File: config.mk
export PLATFORM = sky130hd
export DESIGN_NAME = note_envelope
export DESIGN_NICKNAME = d
export VERILOG_FILES = /design/src/rtl/note_envelope.sv
export SDC_FILE = /design/constraint.sdc
export NUM_CORES = 1
export LEC_CHECK = 0
export CORE_UTILIZATION = 56
export CTS_CLUSTER_SIZE = 20
export DETAILED_ROUTE_END_ITERATION = 12
export GPL_TIMING_DRIVEN = 0
export HOLD_SLACK_MARGIN = 0.1
export PLACE_DENSITY = 0.85
export SYNTH_ARGS = -nofsm -noshare
export SYNTH_HDL_FRONTEND = slang
export SYNTH_SLANG_ARGS = --single-unit
File: constraint.sdc
create_clock -name i_clk -period 3.4 [get_ports i_clk]
set_input_delay 1.02 -clock i_clk [delete_from_list [all_inputs] [get_ports i_clk]]
set_output_delay 1.02 -clock i_clk [all_outputs]
set_load 0.005 [all_outputs]
File: src/rtl/note_envelope.sv
// -----------------------------------------------------------------------------
// note_envelope
//   Per-voice ADSR volume envelope. A note-on pulse registers the instrument
//   index onto the ROM address port; one clock later the LOAD state latches
//   the envelope word (attack/decay/release rates and sustain level). The
//   4-bit volume then walks attack -> decay -> sustain, and release on
//   note-off, stepping once per (rate+1) envelope strobes.
//
// Ports
//   i_clk, i_rst_n  clock, asynchronous active-low reset
//   i_env_stb       envelope tick strobe (1-cycle pulse)
//   i_note_on       (re)trigger pulse; volume is not cleared on retrigger
//   i_note_off      release pulse
//   i_instrument    instrument index, sampled with i_note_on
//   o_inst_addr     registered instrument ROM address
//   i_inst_data     ROM word: [3:0] A, [7:4] D, [11:8] S, [15:12] R
//   o_volume        current envelope volume, 0..15
//   o_active        high whenever the envelope is not IDLE
// -----------------------------------------------------------------------------
module note_envelope #(
    parameter int INST_W = 4,
    parameter int RATE_W = 4
) (
    input  logic              i_clk,
    input  logic              i_rst_n,
    input  logic              i_env_stb,
    input  logic              i_note_on,
    input  logic              i_note_off,
    input  logic [INST_W-1:0] i_instrument,
    output logic [INST_W-1:0] o_inst_addr,
    input  logic [15:0]       i_inst_data,
    output logic [3:0]        o_volume,
    output logic              o_active
);

    typedef enum logic [2:0] {
        ST_IDLE,
        ST_LOAD,
        ST_ATTACK,
        ST_DECAY,
        ST_SUSTAIN,
        ST_RELEASE
    } state_e;

    state_e            state_q, state_d;
    logic [INST_W-1:0] addr_q, addr_d;
    logic [3:0]        vol_q, vol_d;
    logic [RATE_W-1:0] tick_q, tick_d;
    logic [RATE_W-1:0] atk_q, atk_d;
    logic [RATE_W-1:0] dec_q, dec_d;
    logic [RATE_W-1:0] rel_q, rel_d;
    logic [3:0]        sus_q, sus_d;
    logic              active_q;
    logic [RATE_W-1:0] rate_sel;

    // -------------------------------------------------------------------------
    // State register
    // -------------------------------------------------------------------------
    // NOTE: sequential state uses non-blocking (<=) so every register samples
    // the pre-edge values; combinational blocks below use blocking (=).
    always_ff @(posedge i_clk or negedge i_rst_n) begin
        if (!i_rst_n) begin
            state_q <= ST_IDLE;
        end else begin
            state_q <= state_d;
        end
    end

    // -------------------------------------------------------------------------
    // Next-state logic: note_on beats note_off, which beats the normal flow.
    // -------------------------------------------------------------------------
    // NOTE: every variable assigned here gets a default first, so no path can
    // leave it unassigned and infer a latch.
    always_comb begin
        state_d = state_q;
        if (i_note_on) begin
            state_d = ST_LOAD;
        end else if (i_note_off &&
                     (state_q inside {ST_LOAD, ST_ATTACK, ST_DECAY, ST_SUSTAIN})) begin
            state_d = ST_RELEASE;
        end else begin
            case (state_q)
                ST_LOAD:    state_d = ST_ATTACK;
                ST_ATTACK:  if (vol_q == 4'd15) state_d = ST_DECAY;
                ST_DECAY:   if (vol_q <= sus_q) state_d = ST_SUSTAIN;
                ST_RELEASE: if (vol_q == 4'd0)  state_d = ST_IDLE;
                default:    state_d = state_q;
            endcase
        end
    end

    // -------------------------------------------------------------------------
    // Output / datapath next values
    // -------------------------------------------------------------------------
    always_comb begin
        addr_d   = addr_q;
        vol_d    = vol_q;
        tick_d   = tick_q;
        atk_d    = atk_q;
        dec_d    = dec_q;
        rel_d    = rel_q;
        sus_d    = sus_q;

        case (state_q)
            ST_ATTACK:  rate_sel = atk_q;
            ST_DECAY:   rate_sel = dec_q;
            ST_RELEASE: rate_sel = rel_q;
            default:    rate_sel = '0;
        endcase

        if (i_note_on) begin
            addr_d = i_instrument;
        end

        // The ROM word is valid during LOAD (address was registered on entry).
        if (state_q == ST_LOAD) begin
            atk_d = i_inst_data[0  +: RATE_W];
            dec_d = i_inst_data[4  +: RATE_W];
            sus_d = i_inst_data[11:8];
            rel_d = i_inst_data[12 +: RATE_W];
        end

        // Any transition (including LOAD->LOAD retrigger) restarts the tick
        // count and swallows a coincident strobe. Volume range is guarded by
        // the state checks, so the +1/-1 below can never wrap.
        if (i_note_on || (state_d != state_q)) begin
            tick_d = '0;
        end else if (i_env_stb &&
                     (state_q inside {ST_ATTACK, ST_DECAY, ST_RELEASE})) begin
            if (tick_q == rate_sel) begin
                tick_d = '0;
                vol_d  = (state_q == ST_ATTACK) ? vol_q + 4'd1 : vol_q - 4'd1;
            end else begin
                tick_d = tick_q + 1'b1;
            end
        end
    end

    always_ff @(posedge i_clk or negedge i_rst_n) begin
        if (!i_rst_n) begin
            addr_q   <= '0;
            vol_q    <= '0;
            tick_q   <= '0;
            atk_q    <= '0;
            dec_q    <= '0;
            rel_q    <= '0;
            sus_q    <= '0;
            active_q <= 1'b0;
        end else begin
            addr_q   <= addr_d;
            vol_q    <= vol_d;
            tick_q   <= tick_d;
            atk_q    <= atk_d;
            dec_q    <= dec_d;
            rel_q    <= rel_d;
            sus_q    <= sus_d;
            active_q <= (state_d != ST_IDLE);
        end
    end

    assign o_inst_addr = addr_q;
    assign o_volume    = vol_q;
    assign o_active    = active_q;

endmodule

### Yosys cells after proc, flatten, opt, wreduce, memory -nomap -nowiden

Cells that the tools add are included.

| word-level totals | value |
|---|---|
| flip-flop bits (word level) | 32 |
| input bits | 25 |
| output and inout port bits | 9 |
| logic and storage cells | 42 |

| cells by class | value |
|---|---|
| add/subtract/negate cells | 3 |
| order comparisons | 1 |
| eq/ne operators | 8 |
| mux-type cells | 11 |
| bitwise logic cells | 1 |
| reduce and logical (&&, ||, !) cells | 9 |

Operator list:

| operator | number |
|---|---|
| 4-bit two-way mux | 4 |
| 3-bit two-way mux | 5 |
| 3-bit case mux with 4 select lines | 1 |
| 4-bit case mux with 3 select lines | 1 |
| 4-bit by 1-bit adder with 4-bit output, second input constant | 2 |
| 3-bit by 2-bit equality test with 1-bit output, second input constant | 2 |
| 3-bit equality test, second input constant | 2 |
| 3-bit nonzero test | 2 |
| 4-bit equality test | 1 |
| 4-bit equality test, second input constant | 1 |
| 4-bit <= comparator | 1 |
| 4-bit logical NOT | 1 |
| 4-bit nonzero test | 1 |
| 4-bit by 1-bit subtractor with 4-bit output, second input constant | 1 |
| 3-bit by 1-bit equality test with 1-bit output, second input constant | 1 |
| 3-bit != test | 1 |
| 3-bit AND reduction | 1 |
| 1-bit logical AND | 2 |
| 2-bit nonzero test | 1 |
| 1-bit logical OR | 1 |
| 1-bit NOT | 1 |

### Logic depth before layout (Yosys ltp)

| depth | value |
|---|---|
| depth in word-level cells | 9 |
| gate-level depth with buffers | 10 |
| depth with buffers taken out | 9 |

### Worst setup path after synthesis

No wires, ideal clock.

| path | value |
|---|---|
| kind | input-to-reg |
| start | in i_note_on |
| end | reg vol_q[1] (netlist: o_volume[1]) |
| setup time | 0.128 ns |
| arrival time | 2.261 ns |
| path slack | 1.012 ns |
| stages on the path | 6 |
| cell sequence | clkbuf_1 > a21oi_1 > a21oi_1 > nor4_4 > nand4_2 > mux2_1 |

| on the way | value |
|---|---|
| longest elaborated chain between the ends | 5 |

RTL lines:

| what | line | text |
|---|---|---|
| start, declared | 27 | `input logic i_note_on,` |
| 3-bit two-way mux | 76 | `if (i_note_on) begin` |
| 3-bit != test | 126 | `if (i_note_on \|\| (state_d != state_q)) begin` |
| 1-bit logical OR (*) | 126 |  |
| 1-bit NOT (no line) (*) | - |  |
| 3-bit AND reduction (no line) (*) | - |  |
| end signal, assigned | 151 | `vol_q <= vol_d;` |
| end, declared | 47 | `logic [3:0] vol_q, vol_d;` |

Mark *: on every way between the ends. The rest lies on a longest branch, timed or not.
A chain may end at the register's enable or synchronous reset.

### Worst setup path in the final report

| path | value |
|---|---|
| start | in i_note_off |
| end | reg vol_q[2] (netlist: o_volume[2]) |

| on the way | value |
|---|---|
| longest elaborated chain between the ends | 7 |

RTL lines:

| what | line | text |
|---|---|---|
| start, declared | 28 | `input logic i_note_off,` |
| 1-bit logical AND | 78 | `end else if (i_note_off &&` |
| 3-bit two-way mux | 78 |  |
| 3-bit two-way mux | 76 |  |
| 3-bit != test | 126 |  |
| 1-bit logical OR | 126 |  |
| 1-bit NOT (no line) | - |  |
| 3-bit AND reduction (no line) | - |  |

No other way between the ends.

==> metrics.md <==
| Metric | Value |
|---|---|
| Status | complete, no violations |
| Mapped cell area | 1820 µm² |
| Final Hold Vio Count | 0 |
| Worst Setup End Kind | flop |
| Final core utilization | about 73% |
| Hold crit path type | reg2reg |
| CP Max Fanout | 3 |
| ANT cells | 0 |
| Post-Syn Instances | about 160 |
| Share of layout cells above drive strength 1 | between 10% and 20% |
| DRC errors left | 0 |
| Die Wd | a little under 60 µm |
| Max Root-Sink Buffers | 2 |
| CTS tree | yes |
| Synth top area cells | dfrtp_1, mux2_2, ha_1 |
| Post-CTS Setup Inserts | 0 |
| Synth top area share | approximately 44% |
| Finish-stage setup viols | 0 |
| Largest net degree at the start of global routing | 33 |
| Origin of the worst min-delay path | atk_q[0] |
| PwrDens | ~830 nW/µm² |
| # rows | 20 |
| Post-synth top area cell | dfrtp_1 |
| First-pass GRT wire length | approximately 6.8 mm |
| Post-route ant nets | 0 |
| Unrepaired setup endpoints after global routing | false |
| H-tree levels | 2 |
| Leak Pwr | a little under 1 nW |
| Total Routing Usage GR | 27.1% |
| Fmax | between 300 and 400 MHz |
| Min Tclk post-route | 2.50 ns |
| GPL Wtd Cong | between 0.8 and 0.9 |
| Rel. slew slack | approximately 44% |
| Wire per inst | roughly 16 µm |
| Post-synth top flop | dfrtp_1 |
| Max Slew Vio Count | 0 |
| DP Wirelength | around 3 mm |
| Vias per cell | around 5.6 |
| Worst path arrival time | between 2 and 3 ns |
| Commonest non-fill, non-tap cell in the layout | dfrtp_1 |
| Port buffer count | 32 |
| Core Region | 3080 µm² |
| WHS Endpoint | atk_q[0] |
| WP buf/inv | 1 |
| Cell variety after synth | between 40 and 50 |
| Clk_lat worst skew | approximately 0.35 ns |
| Slowest CP cell | clkdlybuf4s50_1 |
| Die area | about 3500 µm² |
| Clock-pin slew on the worst setup and hold paths | 0.10 ns |
| Synth-to-Final Area Change | 23.5% |
| Commonest cells after routing, fill and taps aside | dfrtp_1, clkdlybuf4s50_1, nand2_1, mux2_2 |
| Flops & latches, synth | 32 |
| CTS resizes | 0 |
| Nets@finish | 234 |
| Max-cap check violation count | 0 |
| Crit Path Class | in2reg |
| Crit-path cells | clkdlybuf4s50_1 > a21oi_1 > a21oi_1 > nor4_4 > nand4_2 > mux2_1 |
| Root Driver | clkbuf_4 |
| Worst Reg-to-Reg Cells | 10 |
| Syn Area/Cell | around 11 µm² |
| Final Skew | 0.0115 ns |
| Worst r2r src | state_q[2] |
| Die Y | about 59 µm |
| Vias | 1382 |
| Critical Path Start Type | input pin |
| Data required time at the worst endpoint | about 3.6 ns |
| Crit-path most repeated cell | a21oi_1 |
| Delay-heaviest family, CP | simple AND/OR/NAND/NOR gates |
| Clk sinks | 32 |
| Starting DRT DRC Count | 100 |
| Total gr overflow | 0 |
| Fin Setup TNS | 0 ns |
| Post-synth EDFFs | 0 |
| Critical Path Max Stage Delay | ~0.47 ns |
| Worst VDD drop | about 0.46 mV |
| Synth warn | 0 |
| Initial antenna violation count | 0 |
| CTS buffer count | 5 |
| Period Utilization, post-route | between 70% and 80% |
| Initial core utilization | ~59% |
| DR pass1 iterations | 4 |
| Boundary Pins | 34 |
| Fraction of registers with async set/reset | between 90% and 100% |
| Flop2flop setup slack | ~1.0 ns |
| Routed WL | 3.98 mm |
| CTS Hold Buffers Added | 0 |
| RR Endpoint | o_volume[3] |
| Design Power | roughly 1.9 mW |
| Register area share after synthesis | between 40% and 50% |
| Worst hold margin | between 0.5 and 0.6 ns |
| Post-synth net total | 195 |
| Number of global-route vias before repair | between 1000 and 1500 |
| Worst hold path stage count | 1 |
| Worst Max-Slew Pin Slew | about 0.83 ns |
## logic make-up after synthesis
kind of cell	count (synthesis)	synth area share, %
simple gates	47	16.4
compound gates	30	12.0
flops	32	44.0
xor+xnor	8	3.85
fa+ha+maj	8	5.91
mux	23	14.0
buf+inv	14	3.85
## how the worst max path moves through the flow
stage / from / endpoint / slack, ns / cells after the start
after floorplan: i_note_on / o_volume[1] / 1.01 / 6
after global placement: i_note_off / o_volume[2] / 0.62 / 6
after detailed placement: i_note_off / o_volume[2] / 0.57 / 6
after CTS: i_note_off / o_volume[2] / 0.92 / 6
after global routing: state_q[2] / o_volume[3] / 0.79 / 10
final: i_note_off / o_volume[2] / 0.90 / 6
## layout make-up
cell class,instances,area [µm²]
well taps,44,55.1
inverters,8,30.0
fillers,231,832
multi-input cells,116,948
clock buffers,5,37.5
flip-flops and latches,32,801
repair buffers,32,315
plain buffers,6,40.0
clock inverters,3,18.8
## power by group
part | switching [mW] | internal (mW) | leakage, nW
Combinational | 0.510 | 0.491 | 0.551
Clock | 0.140 | 0.0792 | 0.0349
Sequential | 0.121 | 0.523 | 0.390
## flip-flops by register name, indices dropped and copies added (netlist names)
register	count
sus_q	4
atk_q	4
dec_q	4
tick_q	4
state_q	3
rel_q	4
o_volume	4
o_inst_addr	4
o_active	1
## Yosys cell counts (all sizes together) (2+ instances only)
library cell  number
nand4              2
o22ai              4
ha                 7
a21oi              7
or4                2
xnor2              3
nand3b             2
inv                8
or2                2
a41oi              2
buf                5
nor2               4
nand2             18
nand3              3
nand2b             2
nor2b              3
mux2              19
o21ai              6
dfrtp             32
nor4               2
xor2               5
a31oi              3
mux2i              4
## layer usage
| metal | GRT usage (%) | share of wire (%) |
|---|---|---|
| met1 | 34.0 | 44 |
| met2 | 44.0 | 49 |
| met3 | 6.99 | 4.9 |
| met4 | 12.6 | 2.0 |
| met5 | 0 | 0 |
## through the flow
| stage | instances | setup slack, ns | area [µm²] |
|---|---|---|---|
| floorplan | 162 | 1.01 | 1820 |
| global placement | 238 | 0.619 | 2190 |
| detailed placement | 238 | 0.569 | 2190 |
| CTS | 246 | 0.925 | 2250 |
| global route | 246 | 0.792 | 2250 |
| finish | 246 | 0.896 | 2250 |
No activity file was read; power rests on OpenSTA's default activity.
==> variant 1: new RTL, config.mk and constraints unchanged <==
`addr_q` no longer has a reset.
--- a/src/rtl/note_envelope.sv
+++ b/src/rtl/note_envelope.sv
@@ -138,7 +138,6 @@
 
     always_ff @(posedge i_clk or negedge i_rst_n) begin
         if (!i_rst_n) begin
-            addr_q   <= '0;
             vol_q    <= '0;
             tick_q   <= '0;
             atk_q    <= '0;
@@ -147,7 +146,6 @@
             sus_q    <= '0;
             active_q <= 1'b0;
         end else begin
-            addr_q   <= addr_d;
             vol_q    <= vol_d;
             tick_q   <= tick_d;
             atk_q    <= atk_d;
@@ -158,6 +156,10 @@
         end
     end
 
+    always_ff @(posedge i_clk) begin
+        addr_q <= addr_d;
+    end
+
     assign o_inst_addr = addr_q;
     assign o_volume    = vol_q;
     assign o_active    = active_q;
Check against the original RTL: not equivalent (Yosys sat finds a counterexample within 4 cycles, from zero or initial values and one cycle with i_rst_n low).
==> variant 1 against the original RTL <==
Total power increased by 0.90%. Cell area rose by 1.6%. Largest cell class unchanged. Non-clock buffer count up 1. Wire length decreased by 6.3%. Sequential cell count unchanged. Synthesized area is 0.69% higher. Sequential power shrank 3%. Setup slack worse by 520 ps. Via count increased by 2.9%. Synthesized cell count increased by 1.9%. Critical path depth grew 1.
==> variant 1: results <==
[global_routing]
antenna_found_initial = 0
grt_max_degree = 29
grt_pass1_vias = 1504
grtUsageMet1 = 0.290
grtUsageMet2 = 0.432
grtUsageTotal = 0.254
grt_first_pass_wirelength_mm = 6.48
grt_use_met3 = 0.0895

[routing]
wirelength_mm = 3.73
drtIter0Drc = 65
drt_first_pass_iters = 4
vias_per_cell = 5.69

[sta]
slew_headroom = 0.598
clock_skew_ps = 11.4

[logic_synthesis]
synth_xor_area_frac = 0.0430
yosysUniqueCellTypes = 46
synthAdderAreaFrac = 0.0587
synth_area_per_cell_um2 = 11.1
synthTopCellsByCount = "28 x dfrtp_1, 16 x nand2_1, 14 x mux2_2, 9 x a21oi_1"
yosysSeqAreaShare = 0.448
yosysWarnings = 0
ys_async_sr_fraction = 0.875
muxShareOfSynthArea = 0.120
syn-num-nets = 198
synthFlopType = "dfrtp_1"
synthTopCellsByArea = "dfrtp_1 38%, mux2_2 8.6%, edfxtp_1 6.6%, ha_1 4.8%, xnor2_1 3.3%"
synth_compound_area_frac = 0.136
synth_edf_count = 4

[clocking]
post_cts_buffers = 0
cts_resized = 0
numCtsBuffers = 5
clk_pin_slew_ps = 100
root_buffer = "clkbuf_4"
clk_latency_ps = 330

[place]
hpwl_mm = 2.79
pre_cts_slack_ps = 68.6
placed_cells = 242
io_buffers = 33
dpl_cell_area_mm2 = 0.00222
place_congestion = 0.865

[final_layout]
antenna_cells = 0
drive_above_1_share = 0.165
fillers = 225
nNetsFinal = 238
fin_cells = 250

[critical_path]
cp_max_fo = 7
critPathBufInv = 1
arrival_ps = 3240
crit_family = "compound AO/OA/AOI/OAI gates"
critPathMaxStageDelay_ps = 550

[outcome]
status = "finished, final reports clean"

[pwr]
peakVddDrop_mv = 0.495
leakage_nw = 0.959
-- variant 1: per-layer routing --
| layer | wire, um | share of wire |
|---|---|---|
| met1 | 1500 | 0.40 |
| met4 | 53 | 0.014 |
| met2 | 1920 | 0.51 |
| met3 | 255 | 0.068 |
| met5 | 0 | 0 |
-- variant 1: per-stage QoR --
stage | power, W | util | hold WS (ps)
3_3_place_gp | 0.00158 | 0.720 | 489
3_5_place_dp | 0.00164 | 0.720 | 495
5_1_grt | 0.00203 | 0.741 | 537
6_report | 0.00188 | 0.741 | 511
4_1_cts | 0.00189 | 0.743 | 515
2_1_floorplan | 0.00137 | - | 480
-- variant 1: cell type report --
cell class	count	area share
inverters	5	0.00823
clock buffers	8	0.0302
well taps	44	0.0241
repair buffers	33	0.143
plain buffers	6	0.0219
multi-input cells	122	0.413
flip-flops and latches	32	0.360
-- variant 1: path summary, 6_finish.rpt --
path | startpoint | slack (ps) | cells after the start | to
setup / recovery | i_note_off | 380 | 7 | o_volume[2]$_DFFE_PN0P_
max in group asynchronous | i_rst_n | 2310 | 1 | tick_q[3]$_DFFE_PN0P_
min in group asynchronous | i_rst_n | 690 | 1 | sus_q[2]$_DFFE_PN0P_
setup reg to reg | o_volume[1]$_DFFE_PN0P_ | 930 | 7 | o_volume[2]$_DFFE_PN0P_
hold / removal | rel_q[0]$_DFFE_PN0P_ | 510 | 1 | rel_q[0]$_DFFE_PN0P_
hold reg to reg | rel_q[0]$_DFFE_PN0P_ | 510 | 1 | rel_q[0]$_DFFE_PN0P_
-- variant 1: cell families (layout without fill, tap and decap cells) --
group,after synthesis,in the layout
muxes,20,20
adders and majority gates,8,8
xor gates and xnor gates,9,9
buffers and inverters,11,52
and+or+nand+nor,48,48
AOI/OAI and AO/OA,37,37
DFF,32,32
-- variant 1: power by group --
group / switching [W] / total, W / leakage (nW) / internal (W)
registers: 0.0000981 / 0.000626 / 0.379 / 0.000528
logic: 0.000521 / 0.00101 / 0.541 / 0.000491
clock network: 0.000121 / 0.000243 / 0.0386 / 0.000122
-- variant 1: worst reg2reg max path: stages (launching register included) --
cell and delay, ps:
dfrtp_1 500, ha_1 340, nor2b_1 170, o211ai_1 120, a21oi_1 270, a21oi_1 190, nor4_4 420, mux2_1 360
==> variant 2: new RTL, config.mk and constraints unchanged <==
Made on the original files. Change the parameter `INST_W` from 4 to 6.
--- a/src/rtl/note_envelope.sv
+++ b/src/rtl/note_envelope.sv
@@ -18,7 +18,7 @@
 //   o_active        high whenever the envelope is not IDLE
 // -----------------------------------------------------------------------------
 module note_envelope #(
-    parameter int INST_W = 4,
+    parameter int INST_W = 6,
     parameter int RATE_W = 4
 ) (
     input  logic              i_clk,
Interface: changed (resized i_instrument and o_inst_addr); port bits go from 34 to 38. The function was not compared with the original's and may differ.
==> variant 2 against the original RTL <==
Synthesized area grew 1.8%. Core utilization is 2.0 points higher. Die area rose by 1.7%. Sequential share of layout area is 0.90 points higher. Total power decreased by 0.58%. Clock power is 3% higher. Global-route usage decreased by 1.0 points. Setup slack worse by 230 ps. Cell area up 3.6%. Wire length is 1.3% lower. Sequential cell count up 2. Critical endpoint is now o_volume[1]$_DFFE_PN0P_.
==> variant 2: results <==
[outcome]
status = "finished, final reports clean"

[critical_path]
cp_max_fo = 10
worst_r2r_endpoint = "o_volume[1]$_DFFE_PN0P_"
arrival_ps = 2970
crit_type = "primary input to register"
rr_startpoint = "o_volume[3]$_DFFE_PN0P_"
startpoint = "i_note_on"
r2r_slack_ps = 940
reg2reg_depth = 7

[sta]
clock_skew_ps = 9.38
whs_ps = 518
slew_headroom = 0.463
min_period_ps = 2730

[routing]
drtIter0Drc = 82
vias_per_cell = 5.68
wl_met3_um = 168
vias = 1442
met1_length_mm = 1.68
wl_per_cell_um = 15.5
route.met2.wl_mm = 1.97

[final_layout]
nNetsFinal = 244
fillers = 232
drive_above_1_share = 0.190

[pwr]
pwr-share-clk = 0.122
leakage_nw = 1.02
combPwrFrac = 0.516
p_sw_w = 0.000741
peakVddDrop_mv = 0.407

[clocking]
cts_resized = 0

[global_routing]
grt_max_degree = 35
grtUsageMet2 = 0.432
grtUsageTotal = 0.261
grt_pass1_vias = 1472
grt_first_pass_wirelength_mm = 6.68
grt_use_met3 = 0.0590
grtUsageMet1 = 0.307

[logic_synthesis]
yosysSeqAreaShare = 0.459
syn-num-nets = 200
synthTopCellsByCount = "34 x dfrtp_1, 19 x mux2_2, 18 x nand2_1, 8 x a21oi_1"
yosysUniqueCellTypes = 46
synthTopCellsByArea = "dfrtp_1 46%, mux2_2 12%, ha_1 4.7%, nand2_1 3.6%, xor2_1 2.4%"
synth_area_per_cell_um2 = 11.2

[worst_hold_path]
hp-start = "o_inst_addr[5]$_DFFE_PN0P_"
min_path_cells = 1
min_to = "o_inst_addr[5]$_DFFE_PN0P_"

[place]
io_buffers = 37
placed_cells = 246
hpwl_mm = 3.02
dpl_cell_area_mm2 = 0.00227
place_congestion = 0.909
pre_cts_slack_ps = 326
variant 2: layout make-up:
class                           instances  area [um^2]  share of cell area
Timing Repair Buffer                   37          365               0.157
Clock inverter                          2         13.8             0.00591
Buffer                                  6         36.3              0.0156
Inverter                                8         30.0              0.0129
Clock buffer                            6         41.3              0.0177
Sequential cell                        34          851               0.366
Multi-Input combinational cell        117          935               0.402
Tap cell                               44         55.1              0.0237
variant 2: kinds of logic after synthesis:
kind of cell             Yosys count  share of synthesized area
AND/OR/NAND/NOR                   46                      0.149
flip-flops                        34                      0.459
AO/OA/AOI/OAI                     30                      0.110
multiplexers                      25                      0.149
buffers and inverters             14                     0.0358
XOR/XNOR                           8                     0.0378
adder cells (fa/ha/maj)            8                     0.0581
variant 2: worst max-delay path, stage by stage:
cell	delay [ps]
clkdlybuf4s50_1	450
clkbuf_1	280
nor4_1	610
nand4_2	250
mux2_1	370
